$ cat config.mk
export PLATFORM = sky130hd
export DESIGN_NAME = lcd_spi_rx_flat
export DESIGN_NICKNAME = d
export VERILOG_FILES = /design/src/rtl/lcd_pkg.sv /design/src/rtl/lcd_spi_rx_if.sv /design/src/rtl/lcd_spi_deser.sv /design/src/rtl/lcd_spi_rx.sv /design/src/flat_wrapper.sv
export SDC_FILE = /design/constraint.sdc
export NUM_CORES = 1
export LEC_CHECK = 0
export ABC_AREA = 1
export CORE_MARGIN = 5
export CORE_UTILIZATION = 60
export DETAILED_ROUTE_END_ITERATION = 7
export DONT_BUFFER_PORTS = 1
export GPL_ROUTABILITY_DRIVEN = 0
export GPL_TIMING_DRIVEN = 0
export PLACE_DENSITY = 0.77
export SLEW_MARGIN = 30
export SYNTH_ARGS = -nofsm -noshare
export SYNTH_HDL_FRONTEND = slang
export SYNTH_HIERARCHICAL = 1
export SYNTH_SLANG_ARGS = --single-unit
$ cat constraint.sdc
create_clock -name clk -period 2.5 [get_ports clk]
set_input_delay 0.375 -clock clk [delete_from_list [all_inputs] [get_ports clk]]
set_output_delay 0.375 -clock clk [all_outputs]
set_load 0.02 [all_outputs]
$ cat src/rtl/lcd_pkg.sv
// rtl/lcd_pkg.sv - ST7789 opcode subset and decoder state encoding for the LCD SPI receiver
package lcd_pkg;

  localparam logic [7:0] CMD_SWRESET = 8'h01;
  localparam logic [7:0] CMD_SLPIN   = 8'h10;
  localparam logic [7:0] CMD_SLPOUT  = 8'h11;
  localparam logic [7:0] CMD_DISPOFF = 8'h28;
  localparam logic [7:0] CMD_DISPON  = 8'h29;
  localparam logic [7:0] CMD_CASET   = 8'h2A;
  localparam logic [7:0] CMD_RASET   = 8'h2B;
  localparam logic [7:0] CMD_RAMWR   = 8'h2C;
  localparam logic [7:0] CMD_MADCTL  = 8'h36;
  localparam logic [7:0] CMD_COLMOD  = 8'h3A;

  // Parameter index saturates here so trailing parameters are ignored.
  localparam logic [2:0] PARAM_IDX_MAX = 3'd4;

  typedef enum logic [1:0] {
    ST_IDLE     = 2'd0,
    ST_PARAM    = 2'd1,
    ST_RAMWR_HI = 2'd2,
    ST_RAMWR_LO = 2'd3
  } dec_state_t;

endpackage

$ cat src/rtl/lcd_spi_rx_if.sv
// rtl/lcd_spi_rx_if.sv - 4-wire SPI LCD link: chip select, register select, MOSI and panel reset
interface lcd_spi_rx_if;

  logic lcd_cs;
  logic lcd_rs;
  logic lcd_data;
  logic lcd_resetn;

  modport master (
    output lcd_cs,
    output lcd_rs,
    output lcd_data,
    output lcd_resetn
  );

  modport slave (
    input lcd_cs,
    input lcd_rs,
    input lcd_data,
    input lcd_resetn
  );

endinterface

$ cat src/rtl/lcd_spi_deser.sv
// rtl/lcd_spi_deser.sv - MSB-first byte deserialiser with CS-abort detection
module lcd_spi_deser (
  input  logic       clk,
  input  logic       resetn,
  input  logic       lcd_cs,
  input  logic       lcd_rs,
  input  logic       lcd_data,
  input  logic       lcd_resetn,
  output logic       byte_done,
  output logic [7:0] byte_val,
  output logic       byte_is_data,
  output logic       rx_valid,
  output logic       rx_is_data,
  output logic [7:0] rx_byte,
  output logic       abort
);

  logic [6:0] sreg;
  logic [2:0] bit_cnt;
  logic       dc_r;

  // Combinational view of the byte completing on this edge, so the decoder acts in the same cycle.
  assign byte_done    = ~lcd_cs & lcd_resetn & (bit_cnt == 3'd7);
  assign byte_val     = {sreg, lcd_data};
  assign byte_is_data = dc_r;

  always_ff @(posedge clk or negedge resetn) begin
    if (!resetn) begin
      sreg       <= '0;
      bit_cnt    <= '0;
      dc_r       <= 1'b0;
      rx_valid   <= 1'b0;
      rx_is_data <= 1'b0;
      rx_byte    <= '0;
      abort      <= 1'b0;
    end else begin
      rx_valid <= 1'b0;
      abort    <= 1'b0;
      if (!lcd_resetn) begin
        bit_cnt <= '0;
      end else if (lcd_cs) begin
        abort   <= (bit_cnt != 3'd0);
        bit_cnt <= '0;
      end else begin
        sreg    <= {sreg[5:0], lcd_data};
        bit_cnt <= bit_cnt + 3'd1;
        if (bit_cnt == 3'd0) begin
          dc_r <= lcd_rs;
        end
        if (byte_done) begin
          rx_valid   <= 1'b1;
          rx_is_data <= dc_r;
          rx_byte    <= byte_val;
        end
      end
    end
  end

endmodule

$ cat src/rtl/lcd_spi_rx.sv
// rtl/lcd_spi_rx.sv - LCD-side SPI receiver: ST7789 command decode and addressed RGB565 pixel writes
module lcd_spi_rx
  import lcd_pkg::*;
#(
  parameter logic [15:0] XE_RST = 16'd239,
  parameter logic [15:0] YE_RST = 16'd319
) (
  input  logic         clk,
  input  logic         resetn,
  lcd_spi_rx_if.slave  lcd,
  output logic         rx_valid,
  output logic         rx_is_data,
  output logic [7:0]   rx_byte,
  output logic         pix_valid,
  output logic [15:0]  pix_x,
  output logic [15:0]  pix_y,
  output logic [15:0]  pix_data,
  output logic         frame_done,
  output logic         sleep_out,
  output logic         disp_on,
  output logic [7:0]   madctl,
  output logic [7:0]   colmod,
  output logic         abort
);

  logic       byte_done;
  logic [7:0] byte_val;
  logic       byte_is_data;

  lcd_spi_deser u_deser (
    .clk          (clk),
    .resetn       (resetn),
    .lcd_cs       (lcd.lcd_cs),
    .lcd_rs       (lcd.lcd_rs),
    .lcd_data     (lcd.lcd_data),
    .lcd_resetn   (lcd.lcd_resetn),
    .byte_done    (byte_done),
    .byte_val     (byte_val),
    .byte_is_data (byte_is_data),
    .rx_valid     (rx_valid),
    .rx_is_data   (rx_is_data),
    .rx_byte      (rx_byte),
    .abort        (abort)
  );

  dec_state_t  state, state_nxt;
  logic [7:0]  cmd;
  logic [2:0]  param_idx;
  logic [23:0] stage;
  logic [15:0] xs, xe, ys, ye;
  logic [15:0] cur_x, cur_y;
  logic [7:0]  pix_hi;

  logic cfg_clear;
  logic cmd_fire;
  logic param_fire;
  logic hi_fire;
  logic pix_fire;

  always_ff @(posedge clk or negedge resetn) begin
    if (!resetn) begin
      state <= ST_IDLE;
    end else begin
      state <= state_nxt;
    end
  end

  // Any command byte preempts whatever is in progress.
  always_comb begin
    state_nxt  = state;
    cfg_clear  = 1'b0;
    cmd_fire   = 1'b0;
    param_fire = 1'b0;
    hi_fire    = 1'b0;
    pix_fire   = 1'b0;
    if (!lcd.lcd_resetn) begin
      state_nxt = ST_IDLE;
      cfg_clear = 1'b1;
    end else if (byte_done) begin
      if (!byte_is_data) begin
        cmd_fire  = 1'b1;
        cfg_clear = (byte_val == CMD_SWRESET);
        state_nxt = (byte_val == CMD_RAMWR) ? ST_RAMWR_HI : ST_PARAM;
      end else begin
        case (state)
          ST_PARAM: param_fire = 1'b1;
          ST_RAMWR_HI: begin
            hi_fire   = 1'b1;
            state_nxt = ST_RAMWR_LO;
          end
          ST_RAMWR_LO: begin
            pix_fire  = 1'b1;
            state_nxt = ST_RAMWR_HI;
          end
          default: ;
        endcase
      end
    end
  end

  always_ff @(posedge clk or negedge resetn) begin
    if (!resetn) begin
      cmd        <= '0;
      param_idx  <= '0;
      stage      <= '0;
      xs         <= '0;
      xe         <= XE_RST;
      ys         <= '0;
      ye         <= YE_RST;
      cur_x      <= '0;
      cur_y      <= '0;
      pix_hi     <= '0;
      sleep_out  <= 1'b0;
      disp_on    <= 1'b0;
      madctl     <= '0;
      colmod     <= '0;
      pix_valid  <= 1'b0;
      pix_x      <= '0;
      pix_y      <= '0;
      pix_data   <= '0;
      frame_done <= 1'b0;
    end else begin
      pix_valid  <= 1'b0;
      frame_done <= 1'b0;

      if (cfg_clear) begin
        sleep_out <= 1'b0;
        disp_on   <= 1'b0;
        madctl    <= '0;
        colmod    <= '0;
        xs        <= '0;
        xe        <= XE_RST;
        ys        <= '0;
        ye        <= YE_RST;
      end

      if (cmd_fire) begin
        cmd       <= byte_val;
        param_idx <= '0;
        case (byte_val)
          CMD_SLPOUT:  sleep_out <= 1'b1;
          CMD_SLPIN:   sleep_out <= 1'b0;
          CMD_DISPON:  disp_on   <= 1'b1;
          CMD_DISPOFF: disp_on   <= 1'b0;
          CMD_RAMWR: begin
            cur_x <= xs;
            cur_y <= ys;
          end
          default: ;
        endcase
      end

      // Window bounds only change once all four bytes have arrived.
      if (param_fire) begin
        if (param_idx != PARAM_IDX_MAX) begin
          param_idx <= param_idx + 3'd1;
        end
        case (cmd)
          CMD_MADCTL: if (param_idx == 3'd0) madctl <= byte_val;
          CMD_COLMOD: if (param_idx == 3'd0) colmod <= byte_val;
          CMD_CASET, CMD_RASET: begin
            case (param_idx)
              3'd0: stage[23:16] <= byte_val;
              3'd1: stage[15:8]  <= byte_val;
              3'd2: stage[7:0]   <= byte_val;
              3'd3: begin
                if (cmd == CMD_CASET) begin
                  xs <= stage[23:8];
                  xe <= {stage[7:0], byte_val};
                end else begin
                  ys <= stage[23:8];
                  ye <= {stage[7:0], byte_val};
                end
              end
              default: ;
            endcase
          end
          default: ;
        endcase
      end

      if (hi_fire) begin
        pix_hi <= byte_val;
      end

      // >= keeps inverted windows bounded to one step per axis.
      if (pix_fire) begin
        pix_valid <= 1'b1;
        pix_x     <= cur_x;
        pix_y     <= cur_y;
        pix_data  <= {pix_hi, byte_val};
        if (cur_x >= xe) begin
          cur_x <= xs;
          if (cur_y >= ye) begin
            cur_y      <= ys;
            frame_done <= 1'b1;
          end else begin
            cur_y <= cur_y + 16'd1;
          end
        end else begin
          cur_x <= cur_x + 16'd1;
        end
      end
    end
  end

endmodule

$ cat src/flat_wrapper.sv
// flat-port wrapper written by rule: the top's interface ports become plain ports
module lcd_spi_rx_flat import lcd_pkg::*;
#(
  parameter logic [15:0] XE_RST = 16'd239,
  parameter logic [15:0] YE_RST = 16'd319
)
  (clk, resetn, rx_valid, rx_is_data, rx_byte, pix_valid, pix_x, pix_y, pix_data, frame_done, sleep_out, disp_on, madctl, colmod, abort, lcd_lcd_cs, lcd_lcd_rs, lcd_lcd_data, lcd_lcd_resetn);
  lcd_spi_rx_if lcd_i ();
  input  logic clk;
  input  logic resetn;
  output logic rx_valid;
  output logic rx_is_data;
  output logic [7:0] rx_byte;
  output logic pix_valid;
  output logic [15:0] pix_x;
  output logic [15:0] pix_y;
  output logic [15:0] pix_data;
  output logic frame_done;
  output logic sleep_out;
  output logic disp_on;
  output logic [7:0] madctl;
  output logic [7:0] colmod;
  output logic abort;
  input wire logic [$bits(lcd_i.lcd_cs)-1:0] lcd_lcd_cs;
  input wire logic [$bits(lcd_i.lcd_rs)-1:0] lcd_lcd_rs;
  input wire logic [$bits(lcd_i.lcd_data)-1:0] lcd_lcd_data;
  input wire logic [$bits(lcd_i.lcd_resetn)-1:0] lcd_lcd_resetn;
  assign lcd_i.lcd_cs = lcd_lcd_cs;
  assign lcd_i.lcd_rs = lcd_lcd_rs;
  assign lcd_i.lcd_data = lcd_lcd_data;
  assign lcd_i.lcd_resetn = lcd_lcd_resetn;
  lcd_spi_rx #(.XE_RST(XE_RST), .YE_RST(YE_RST)) u_core (.clk(clk), .resetn(resetn), .lcd(lcd_i), .rx_valid(rx_valid), .rx_is_data(rx_is_data), .rx_byte(rx_byte), .pix_valid(pix_valid), .pix_x(pix_x), .pix_y(pix_y), .pix_data(pix_data), .frame_done(frame_done), .sleep_out(sleep_out), .disp_on(disp_on), .madctl(madctl), .colmod(colmod), .abort(abort));
endmodule
==> results_dict.tcl <==
set metrics [dict create \
    clk_latency_ns 0.52 \
    num_antenna_cells 0 \
    reg2reg_depth 12 \
    synth_area_leader_cell "dfrtp_1" \
    ant_nets 0 \
    worstPathRequired_ns 2.87 \
    portBuffers 0 \
    die_h_um 148 \
    num_rows 50 \
    crit_arrival_ns 2.76 \
    dieArea_mm2 0.0219 \
    final_area_mm2 0.0126 \
    layout-drive-gt1-share 0.129 \
    finalCritPeriodShare 0.954 \
    antenna_found_initial 0 \
    slew_violations 0 \
    path_class "flip-flop to flip-flop" \
    vias_per_cell 5.69 \
    synth.avg_cell_area_um2 8.53 \
    io_pins 85 \
    hold_slack_ns -0.443 \
    dp_hpwl_um 19700 \
    ys_types 41 \
    drv_cap 0 \
    grt_max_degree 232 \
    die_w_um 148 \
    num-fill-cells 1461 \
    detail_route.wl_per_cell_um 17.8 \
    status "complete, but fails checks" \
    max_clock_freq_ghz 0.419 \
    core_mm2 0.0187 \
    grt_pass1_vias 9013 \
    p_leak_uw 0.00608 \
    num_vias 9243 \
    clkSinkCount 231 \
    overflow 0 \
    worst-path-stages 12 \
    synth_area_leaders "dfrtp_1 (48%), nand2_1 (12%), o21ai_0 (5.7%)" \
    synthCells 1340 \
    initial_utilization 0.611 \
    violations "negative hold slack" \
    cts_tree "built" \
    rsz0062_at_grt "false" \
    yosysTopAreaCellShare 0.475 \
    cts_hold_buf 3 \
    drc_errors 0 \
    ys.flop_type "dfrtp_1" \
    drt_iter0_drc 800 \
    vdd_drop_max_uv 529 \
    synth_fp_nets 1388 \
    synth_edf_count 0 \
    tightest_slew_ns 0.702 \
    critPathMaxStageDelay_ns 0.40 \
    skew_ns 0.00940 \
    area_delta_synth_final_pct 10.7 \
    numCtsBuffers 24 \
    cts_max_level 1 \
    min_period_ns 2.38 \
    p_per_area_mw_per_mm2 632 \
    ys.warnings.count 6 \
    clockBufferDepth 3 \
    final-hold-violation-count 231 \
    synth_common_cells "nand2_1 (373), dfrtp_1 (217), inv_1 (160)" \
    critPathMaxFanout 11 \
    grt_pass1_wl_um 47000 \
    setup_viol 0 \
    clk_pin_slew_worst_paths_ns 0.06 \
    tns_ns 0 \
    max_slew_margin 0.532 \
    ys_async_sr_fraction 1.00 \
    nets 1420 \
    cpLargestDelayFamily "buffers and inverters" \
    cts_root_buf "clkbuf_16" \
    dpl_cell_area_mm2 0.0117 \
    yosysMostFrequentCell "nand2_1" \
    worst_setup_path_end_kind "flip-flop" \
    slowest_stage "dfrtp_1" \
    netlist_area_mm2 0.0114 \
    hold_path.class "primary input to asynchronous set/reset pin" \
    ys_ff_latch 231 \
    wl_um 28900 \
    startpoint_type "flip-flop" \
    globalRouteTotalUtil 0.265 \
    yosysSeqAreaShare 0.507 \
    path_cells "ha_1 -> ha_1 -> inv_1 -> nor2_4 -> buf_4 -> nand3_2 -> clkinv_2 -> nand2_4 -> inv_2 -> nand3_2 -> clkbuf_1 -> o21ai_0" \
    first_pass_iters 5 \
    critPathBufInv 5 \
]
## metrics by stage
stage	cells	total power, uW	setup slack (ns)	utilization
finish	1624	7990	0.115	0.676
global route	1624	8240	0.00348	0.676
floorplan	1340	4150	0.461	-
CTS	1622	8040	0.0126	0.674
detailed placement	1574	4270	-0.101	0.627
global placement	1574	4260	-0.101	0.627
## registers in the layout, summed over array words and instances, names as in the netlist, 2 cells and up
register                count
u_core/u_deser/sreg         7
u_core/u_deser/bit_cnt      3
u_core/ye                  16
u_core/xs                  16
u_core/pix_y               16
u_core/madctl               8
u_core/colmod               8
u_core/pix_data            16
u_core/cur_y               16
u_core/pix_x               16
u_core/ys                  16
u_core/pix_hi               8
u_core/param_idx            3
u_core/stage               24
u_core/state                2
u_core/cur_x               16
u_core/xe                  16
u_core/cmd                  8
u_core/u_deser/rx_byte      8
## cells in the final DEF (no fill, tap or decap), types with 21 or more instances in the layout
master / n
clkbuf_1: 21
o21ai_2: 25
nand3_2: 31
inv_1: 160
o21ai_0: 130
dfrtp_1: 217
nand2_1: 370
clkbuf_16: 25
nor2_1: 52
ha_1: 42
nor3_1: 22
nand3_1: 109
a21oi_1: 23
nand4_1: 22
## final timing paths
path | from | slack [ns] | endpoint
max | u_core/u_deser/bit_cnt[0] | 0.12 | u_core/ys[3]
min | resetn | -0.44 | u_core/pix_data[8]
max reg2reg | u_core/u_deser/bit_cnt[0] | 0.12 | u_core/ys[3]
min reg2reg | u_core/u_deser/bit_cnt[0] | 0.47 | u_core/u_deser/bit_cnt[0]
max in group asynchronous | resetn | 2.51 | u_core/ye[4]
min in group clk | lcd_lcd_resetn | 0.01 | u_core/state[1]
## worst register-to-register path, cell delays in order, from the launching register on
cell and delay (ns):
dfrtp_1 0.40, ha_1 0.20, ha_1 0.20, inv_1 0.11
nor2_4 0.05, buf_4 0.18, nand3_2 0.10, clkinv_2 0.15
nand2_4 0.13, inv_2 0.06, nand3_2 0.11, clkbuf_1 0.38
o21ai_0 0.17
## logic make-up (layout without fill, tap and decap cells)
| family | Yosys count | after routing | synth area share |
|---|---|---|---|
| AOI/OAI and AO/OA | 200 | 200 | 0.100 |
| xor gates and xnor gates | 20 | 20 | 0.0153 |
| and+or+nand+nor | 622 | 622 | 0.248 |
| adders and majority gates | 42 | 42 | 0.0460 |
| DFF | 231 | 231 | 0.507 |
| buffers and inverters | 225 | 275 | 0.0831 |
## where the power goes
part / switching [uW] / total [uW] / internal, uW
logic: 231 / 311 / 79.5
registers: 99.0 / 3900 / 3800
clock network: 1460 / 3780 / 2320
## layout make-up
type / instances / area [um^2] / area share
buffer: 55 / 318 / 0.0251
clock inverter: 6 / 110 / 0.00871
sequential: 231 / 5800 / 0.458
inverter: 169 / 638 / 0.0505
clock buffer: 38 / 734 / 0.0581
multi-input combinational: 884 / 4700 / 0.371
timing repair buffer: 7 / 60.1 / 0.00475
tap: 234 / 293 / 0.0231
## what timing repair did
item,CTS,global route
pin swaps,1,0
setup endpoints to repair,38,78
endpoints found under the hold margin,235,231
setup buffers,1,3
gates resized for setup,0,17
## layer usage
layer	track usage	vias to the layer above	routed length (um)
met3	0.0515	49	2440
met2	0.433	363	13800
li1	-	4372	-
met5	0	-	0
met1	0.369	4459	12100
met4	0.0661	0	595
(Power assumes the default switching activity.)
